## src/rtl/alu_pkg.sv

```systemverilog
// Shared ALU definitions: control codes, arbiter FSM states and the flag bundle.
// Codes match the result-mux select of the attached ALU.
package alu_pkg;

  localparam logic [3:0] ALU_ADD = 4'd0;
  localparam logic [3:0] ALU_SUB = 4'd1;
  localparam logic [3:0] ALU_AND = 4'd2;
  localparam logic [3:0] ALU_OR  = 4'd3;
  localparam logic [3:0] ALU_XOR = 4'd4;
  localparam logic [3:0] ALU_SLL = 4'd5;
  localparam logic [3:0] ALU_SLR = 4'd6;
  localparam logic [3:0] ALU_SAR = 4'd7;
  localparam logic [3:0] ALU_SC  = 4'd8;

  typedef enum logic [1:0] {
    IDLE = 2'd0,
    EXEC = 2'd1,
    RESP = 2'd2
  } arb_state_t;

  typedef struct packed {
    logic n;
    logic z;
    logic c;
    logic v;
  } alu_flags_t;

  function automatic logic [1:0] owner_onehot(input logic owner);
    return owner ? 2'b10 : 2'b01;
  endfunction

endpackage

```

## src/rtl/alu_share_arbiter_rr.sv

```systemverilog
// Two-way round-robin arbiter: a lone requester always wins, a tie goes to ptr.
// Purely combinational; the caller owns and advances the pointer.
module rr_arbiter2 (
  input  logic [1:0] valid,
  input  logic       ptr,
  output logic [1:0] grant
);

  always_comb begin
    grant = '0;
    case (valid)
      2'b01:   grant = 2'b01;
      2'b10:   grant = 2'b10;
      2'b11:   grant = ptr ? 2'b10 : 2'b01;
      default: grant = '0;
    endcase
  end

endmodule

```

## src/rtl/alu_share_arbiter.sv

```systemverilog
// Shares one combinational ALU between two valid/ready requesters, round-robin.
// Operands are registered in front of the ALU and result/flags behind it.
module alu_share_arbiter
  import alu_pkg::*;
#(
  parameter int unsigned N = 32
) (
  input  logic         clk,
  input  logic         rst_n,
  input  logic [1:0]   req_valid,
  output logic [1:0]   req_ready,
  input  logic [N-1:0] req_a0,
  input  logic [N-1:0] req_b0,
  input  logic [3:0]   req_ctrl0,
  input  logic [N-1:0] req_a1,
  input  logic [N-1:0] req_b1,
  input  logic [3:0]   req_ctrl1,
  output logic [1:0]   rsp_valid,
  input  logic [1:0]   rsp_ready,
  output logic [N-1:0] rsp_result,
  output logic [3:0]   rsp_flags,
  output logic         busy,
  output logic [N-1:0] alu_a,
  output logic [N-1:0] alu_b,
  output logic [3:0]   alu_ctrl,
  input  logic [N-1:0] alu_result,
  input  logic         alu_z,
  input  logic         alu_n,
  input  logic         alu_v,
  input  logic         alu_c
);

  arb_state_t   state_q, state_d;
  logic         rr_ptr_q;
  logic         owner_q;
  logic [N-1:0] op_a_q, op_b_q;
  logic [3:0]   op_ctrl_q;
  logic [N-1:0] res_q;
  alu_flags_t   flags_q;
  alu_flags_t   alu_flags;
  logic [1:0]   grant;
  logic         take;

  rr_arbiter2 u_rr (
    .valid (req_valid),
    .ptr   (rr_ptr_q),
    .grant (grant)
  );

  assign alu_flags = '{n: alu_n, z: alu_z, c: alu_c, v: alu_v};

  // rst_n gating keeps req_ready low while reset is held, even with valids asserted.
  assign take = (state_q == IDLE) && rst_n && (grant != 2'b00);

  always_comb begin
    state_d   = state_q;
    req_ready = '0;
    rsp_valid = '0;
    unique case (state_q)
      IDLE: begin
        if (rst_n) req_ready = grant;
        if (take)  state_d   = EXEC;
      end
      EXEC: state_d = RESP;
      RESP: begin
        rsp_valid = owner_onehot(owner_q);
        if (rsp_ready[owner_q]) state_d = IDLE;
      end
      default: state_d = IDLE;
    endcase
  end

  assign busy = (state_q != IDLE);

  always_ff @(posedge clk or negedge rst_n) begin
    if (!rst_n) state_q <= IDLE;
    else        state_q <= state_d;
  end

  // Operand regs hold their last value outside EXEC so the ALU inputs stay quiet.
  always_ff @(posedge clk or negedge rst_n) begin
    if (!rst_n) begin
      op_a_q    <= '0;
      op_b_q    <= '0;
      op_ctrl_q <= '0;
      owner_q   <= 1'b0;
    end else if (take) begin
      owner_q   <= grant[1];
      op_a_q    <= grant[1] ? req_a1    : req_a0;
      op_b_q    <= grant[1] ? req_b1    : req_b0;
      op_ctrl_q <= grant[1] ? req_ctrl1 : req_ctrl0;
    end
  end

  always_ff @(posedge clk or negedge rst_n) begin
    if (!rst_n) begin
      res_q    <= '0;
      flags_q  <= '0;
      rr_ptr_q <= 1'b0;
    end else if (state_q == EXEC) begin
      res_q    <= alu_result;
      flags_q  <= alu_flags;
      rr_ptr_q <= ~owner_q;
    end
  end

  assign alu_a      = op_a_q;
  assign alu_b      = op_b_q;
  assign alu_ctrl   = op_ctrl_q;
  assign rsp_result = res_q;
  assign rsp_flags  = flags_q;

  a_rsp_onehot: assert property (@(posedge clk) disable iff (!rst_n)
    $onehot0(rsp_valid));
  a_ready_idle: assert property (@(posedge clk) disable iff (!rst_n)
    (state_q != IDLE) |-> (req_ready == 2'b00));

endmodule

```

## config.mk

```make
export PLATFORM = sky130hd
export DESIGN_NAME = alu_share_arbiter
export DESIGN_NICKNAME = d
export VERILOG_FILES = /design/src/rtl/alu_pkg.sv /design/src/rtl/alu_share_arbiter_rr.sv /design/src/rtl/alu_share_arbiter.sv
export SDC_FILE = /design/constraint.sdc
export NUM_CORES = 1
export LEC_CHECK = 0
export BUFFER_PORTS_ARGS = -buffer_cell sky130_fd_sc_hd__buf_2
export CAP_MARGIN = 5
export CORE_AREA = 2 2 112 114
export CTS_BUF_LIST = sky130_fd_sc_hd__clkbuf_2
export DETAILED_ROUTE_END_ITERATION = 16
export DIE_AREA = 0 0 114 116
export GPL_ROUTABILITY_DRIVEN = 0
export GPL_TIMING_DRIVEN = 0
export HOLD_SLACK_MARGIN = 0.12
export PLACE_DENSITY = 0.79
export REMOVE_ABC_BUFFERS = 1
export SLEW_MARGIN = 20
export SYNTH_ARGS = -nofsm -noshare
export SYNTH_HDL_FRONTEND = slang
export SYNTH_SLANG_ARGS = --single-unit
```

## constraint.sdc

```tcl
create_clock -name clk -period 2.75 [get_ports clk]
set_clock_uncertainty 0.15 [all_clocks]
set_input_delay 0.4125 -clock clk [delete_from_list [all_inputs] [get_ports clk]]
set_output_delay 0.4125 -clock clk [all_outputs]
set_load 0.005 [all_outputs]
```

# Yosys cells after proc, flatten, opt, wreduce, memory -nomap -nowiden
# Cells that the tools add are included.
# word_totals
register_bits,108
wordCells,40
# classes
reduce_logical,6
n_eq_ne,7
n_mux,14
order_cmp,1
bitwise_logic,1
# op_table
cell,n
$mux W32,2
$mux W2,7
$pmux W2 S3,2
$eq A2 B2 Y1 const B,3
$eq A2 B1 Y1 const B,2
$mux W4,1
$ne A2 B2 Y1 const B,2
$reduce_bool A2 Y1,2
$logic_and A1 B1 Y1,2
$logic_not A2 Y1,1
$lt A1 B2 Y1 const B,1
$mux W1,2
$reduce_and A2 Y1,1
$not A1 Y1,1

# Longest topological paths before layout
# depth
word_depth,6
ltp_mapped,6

# Cells and area by module
# From an unflattened synthesis, not the netlist that was laid out.
# unflattened
hier_cells,319
hier_area_um2,4913.5
# modules_own_cells
mod,instances,cells_per_inst,area_each_um2,seq_area_each_um2
alu_share_arbiter,1,316,4894.7,2702.6
rr_arbiter2,1,3,18.8,0.0

# Worst setup path before layout
# No wires, ideal clock.
# synth_timing
path_kind,in2out
from,input rst_n
to,output req_ready[1]
t_required_ns,2.188
stages,6
arrival_ns,1.496
path_slack_ns,0.692
path_buffers,3
cell_sequence,or3b_1 > buf_2 > or2_1 > buf_6 > buf_6 > nor2_1
# synth_between
elab_chain_len,2
# synth_lines
item,line,rtl
from (decl),alu_share_arbiter.sv:9,"input logic rst_n,"
$mux W2,alu_share_arbiter.sv:61,if (rst_n) req_ready = grant;
$mux W2,alu_share_arbiter.sv:59,unique case (state_q)
to (decl),alu_share_arbiter.sv:11,"output logic [1:0] req_ready,"
# No other way between the ends.

# Worst setup path after layout
# layout_timing
from,register state_q[1]
to,"register op_b_q[30], in the netlist alu_b[30]"
# layout_between
elab_chain_len,3
# layout_lines
item,line,rtl
from (decl),alu_share_arbiter.sv:33,"arb_state_t state_q, state_d;"
from (signal assigned),alu_share_arbiter.sv:77,else state_q <= state_d;
$logic_not A2 Y1,alu_share_arbiter.sv:53,assign take = (state_q == IDLE) && rst_n && (grant != 2'b00);
$logic_and A1 B1 Y1 (2 in series),alu_share_arbiter.sv:53,
to (signal assigned),alu_share_arbiter.sv:90,op_b_q <= grant[1] ? req_b1 : req_b0;
to (decl),alu_share_arbiter.sv:36,"logic [N-1:0] op_a_q, op_b_q;"
# No other way between the ends.
# A chain may end at the register's enable or synchronous reset.

==> out/results.txt <==
post-detailed-route count of antenna-violating nets -> 0
Worst Hold Class -> primary input to flip-flop
crit path buf inv count -> 3
final worst setup slack -> 0.0309 ns
CP max-delay cell -> dlygate4sd3_1
#FFs+latches synth -> 108
compound-cell area share of the yosys netlist -> 29.5%
most common cell after layout, fill and taps aside -> buf_2
xor and xnor fraction of the mapped netlist area -> 0%
net load switching power -> 3.05 mW
fmax -> 368 MHz
Die ar. -> 13200 sq um
GRT Total Usage -> 34.9%
Critical Path RT -> 3.17 ns
setup slack, reg-to-reg -> 0.03 ns
Crit Path Class -> flip-flop to flip-flop
CP Launch Point -> state_q[1]
pin count of the biggest net entering global routing -> 73
clk slew on worst S/H paths -> 0.33 ns
leakage -> 4.30 nW
Pint -> 4.77 mW
pre-CTS worst setup slack -> -0.849 ns
Sw Share -> 39.0%
WL final -> 23800 microns
vias -> 6243
TritonCTS clock tree -> done
Syn Area/Cell -> 10.8 sq um
minimum clock period -> 2.72 ns
vias in the first global route -> 6382
Top Family by Delay on Critical Path -> buffers and inverters
Die X-Extent -> 114 microns
Starting Density -> 44.1%
CP peak stage delay -> 0.60 ns
Remaining DRCs -> 0
Worst VDD drop -> 0.559 mV
R2R Path Start -> state_q[1]
drt wl/cell -> 21.9 microns
final worst-path cycle share -> 98.9%
total power -> 7.81 mW
Critical Path Stages -> 6
drt via density -> 5.74
Mapped Cells -> 487
Worst R2R Path Depth -> 6
Detailed Place HPWL -> 11400 microns
initial DRC count -> 577
worst setup path endpoint -> alu_b[30]
final slew viol count -> 0
worst-skew pair later-pin latency -> 0.64 ns
Syn-to-layout area delta -> 70.6%
core box area -> 11900 sq um
Power Density -> 871 nW/um^2
FP Rows -> 40
CP Capture Type -> flip-flop
CP Launch Type -> flip-flop
H-tree depth -> 3
Yosys cell types -> 20
maximum fanout along the worst path -> 19
total CTS buffers -> 9
Mapped Area -> 5260 sq um
Die Ht -> 116 microns
Max clock buf depth -> 2
I/O Buffers -> 286
final hold vios -> 0
Filler Cell Count -> 704
Worst R2R End -> alu_b[30]
initial antenna violation count -> 1
Final setup viols -> 0
outcome -> complete, no violations
Post-Synth Simple-Gate Area -> 6.19%
TritonRoute pass-1 iters -> 5
Clk pwr share -> 8.8%
setup TNS -> 0 ns
Seq/Total Area, Yosys -> 51.4%
most frequent cells in the layout -> buf_2, dlygate4sd3_1, dfrtp_1
crit path DAT -> 3.14 ns
num ports -> 287
mux share of post-synthesis cell area -> 7.92%
first-pass GRT wire length -> 34600 microns
clk sinks -> 108
Slew Limit Headroom -> 44.0%
clk root buf -> clkbuf_2
main combinational cell family by area after synthesis -> compound AO/OA/AOI/OAI gates
Synth Warn # -> 0
Reg power frac -> 36.7%
Worst-Margin Slew -> 0.840 ns
adder-cell share of the synthesized area -> 0%
final-stage net count -> 1113
fraction of layout cells with a size suffix above 1 -> 46.8%
Comb pwr share -> 54.5%
Max Cap Viol -> 0
CP cell instances -> or3b_4, or2_4, buf_4, bufbuf_16, o31ai_2, dlygate4sd3_1
total gr overflow -> 0
==> cell type report <==
class	instances	area [sq um]	share of cell area (%)
Timing Repair Buffer	483	3600	40.2
Inverter	2	7.51	0.0837
Clock buffer	9	45.0	0.502
Antenna cell	2	5.00	0.0558
Multi-Input combinational cell	331	2370	26.4
Tap cell	147	184	2.05
Sequential cell	108	2710	30.2
Clock inverter	6	47.5	0.530
==> stage by stage <==
step                      area, sq um  hold slack (ns)  std cells  utilization [%]
final                            8970            0.169       1088             75.3
after CTS                        8810           -0.542       1078             74.0
after global routing             8970            0.144       1087             75.3
after global placement           6620            0.332        870             55.6
after floorplan                  5000          -0.0331        437                -
after detailed placement         6830            0.219        876             57.3
==> kinds of logic (layout without fill, tap and decap cells) <==
family | Yosys count | in the layout
AO/OA/AOI/OAI | 208 | 208
buffers and inverters | 52 | 500
flip-flops | 108 | 108
multiplexers | 37 | 37
other | 0 | 2
AND/OR/NAND/NOR | 82 | 86
==> metal layers <==
layer  vias up  share of wire, %  GRT usage, %
met5         -                 0             0
met4         0               5.3          20.6
met3        92               9.5          8.16
met2       476                50          60.2
met1      3033                35          39.6
li1       2642                 -             -
==> registers in the layout, summed over array words and instances, names as in the netlist <==
name,flops
alu_a,32
alu_b,32
alu_ctrl,4
owner_q,1
rr_ptr_q,1
rsp_flags,4
rsp_result,32
state_q,2
==> synth_stat cells <==
cell / n / share of area, %
o31ai_1: 1 / 0.14
buf_6: 8 / 1.7
o21ai_0: 68 / 6.5
or2_1: 1 / 0.12
nand2_1: 3 / 0.21
nand2b_1: 3 / 0.36
or2_2: 1 / 0.12
o31ai_2: 67 / 16
a2bb2oi_1: 1 / 0.17
or3b_1: 1 / 0.17
inv_1: 2 / 0.14
a21oi_1: 68 / 6.5
o21ai_1: 2 / 0.19
nor2_1: 73 / 5.2
dfrtp_1: 108 / 51
clkbuf_1: 37 / 2.6
mux2_2: 37 / 7.9
buf_1: 1 / 0.071
a21boi_1: 1 / 0.14
buf_2: 4 / 0.38
==> tightest hold or removal path: cells and delay by family <==
kind            cells  cell delay (ns)
simple gates        1             0.13
compound gates      2             0.26
buf+inv             1             0.17
==> power by group through the flow <==
stage                     logic (mW)  clock network, mW  registers (mW)
after floorplan                 1.52                  0            2.86
after global placement          2.96                  0            2.76
after detailed placement        3.11                  0            2.81
after CTS                       4.00              0.719            2.77
after global routing            4.51              0.768            2.92
final                           4.26              0.690            2.87
==> what timing repair did <==
action / in CTS / in global routing
hold buffers: 176 / 5
cloned: 5 / 1
buffers inserted: 6 / 2
hold endpoints to repair: 214 / 108
setup endpoints to repair: 2 / 37
pin swaps: 3 / 2
resized for setup: 3 / 5
==> worst min path at each step <==
stage / startpoint / to / depth (start not counted)
2_1_floorplan: rst_n / alu_a[0] / 0
3_3_place_gp: rsp_result[11] / rsp_result[11] / 1
3_5_place_dp: rst_n / alu_a[18] / 1
4_1_cts: rst_n / alu_b[19] / 2
5_1_grt: req_valid[0] / alu_b[5] / 4
6_report: req_valid[0] / alu_b[5] / 4
No activity file was read; power rests on OpenSTA's default activity.
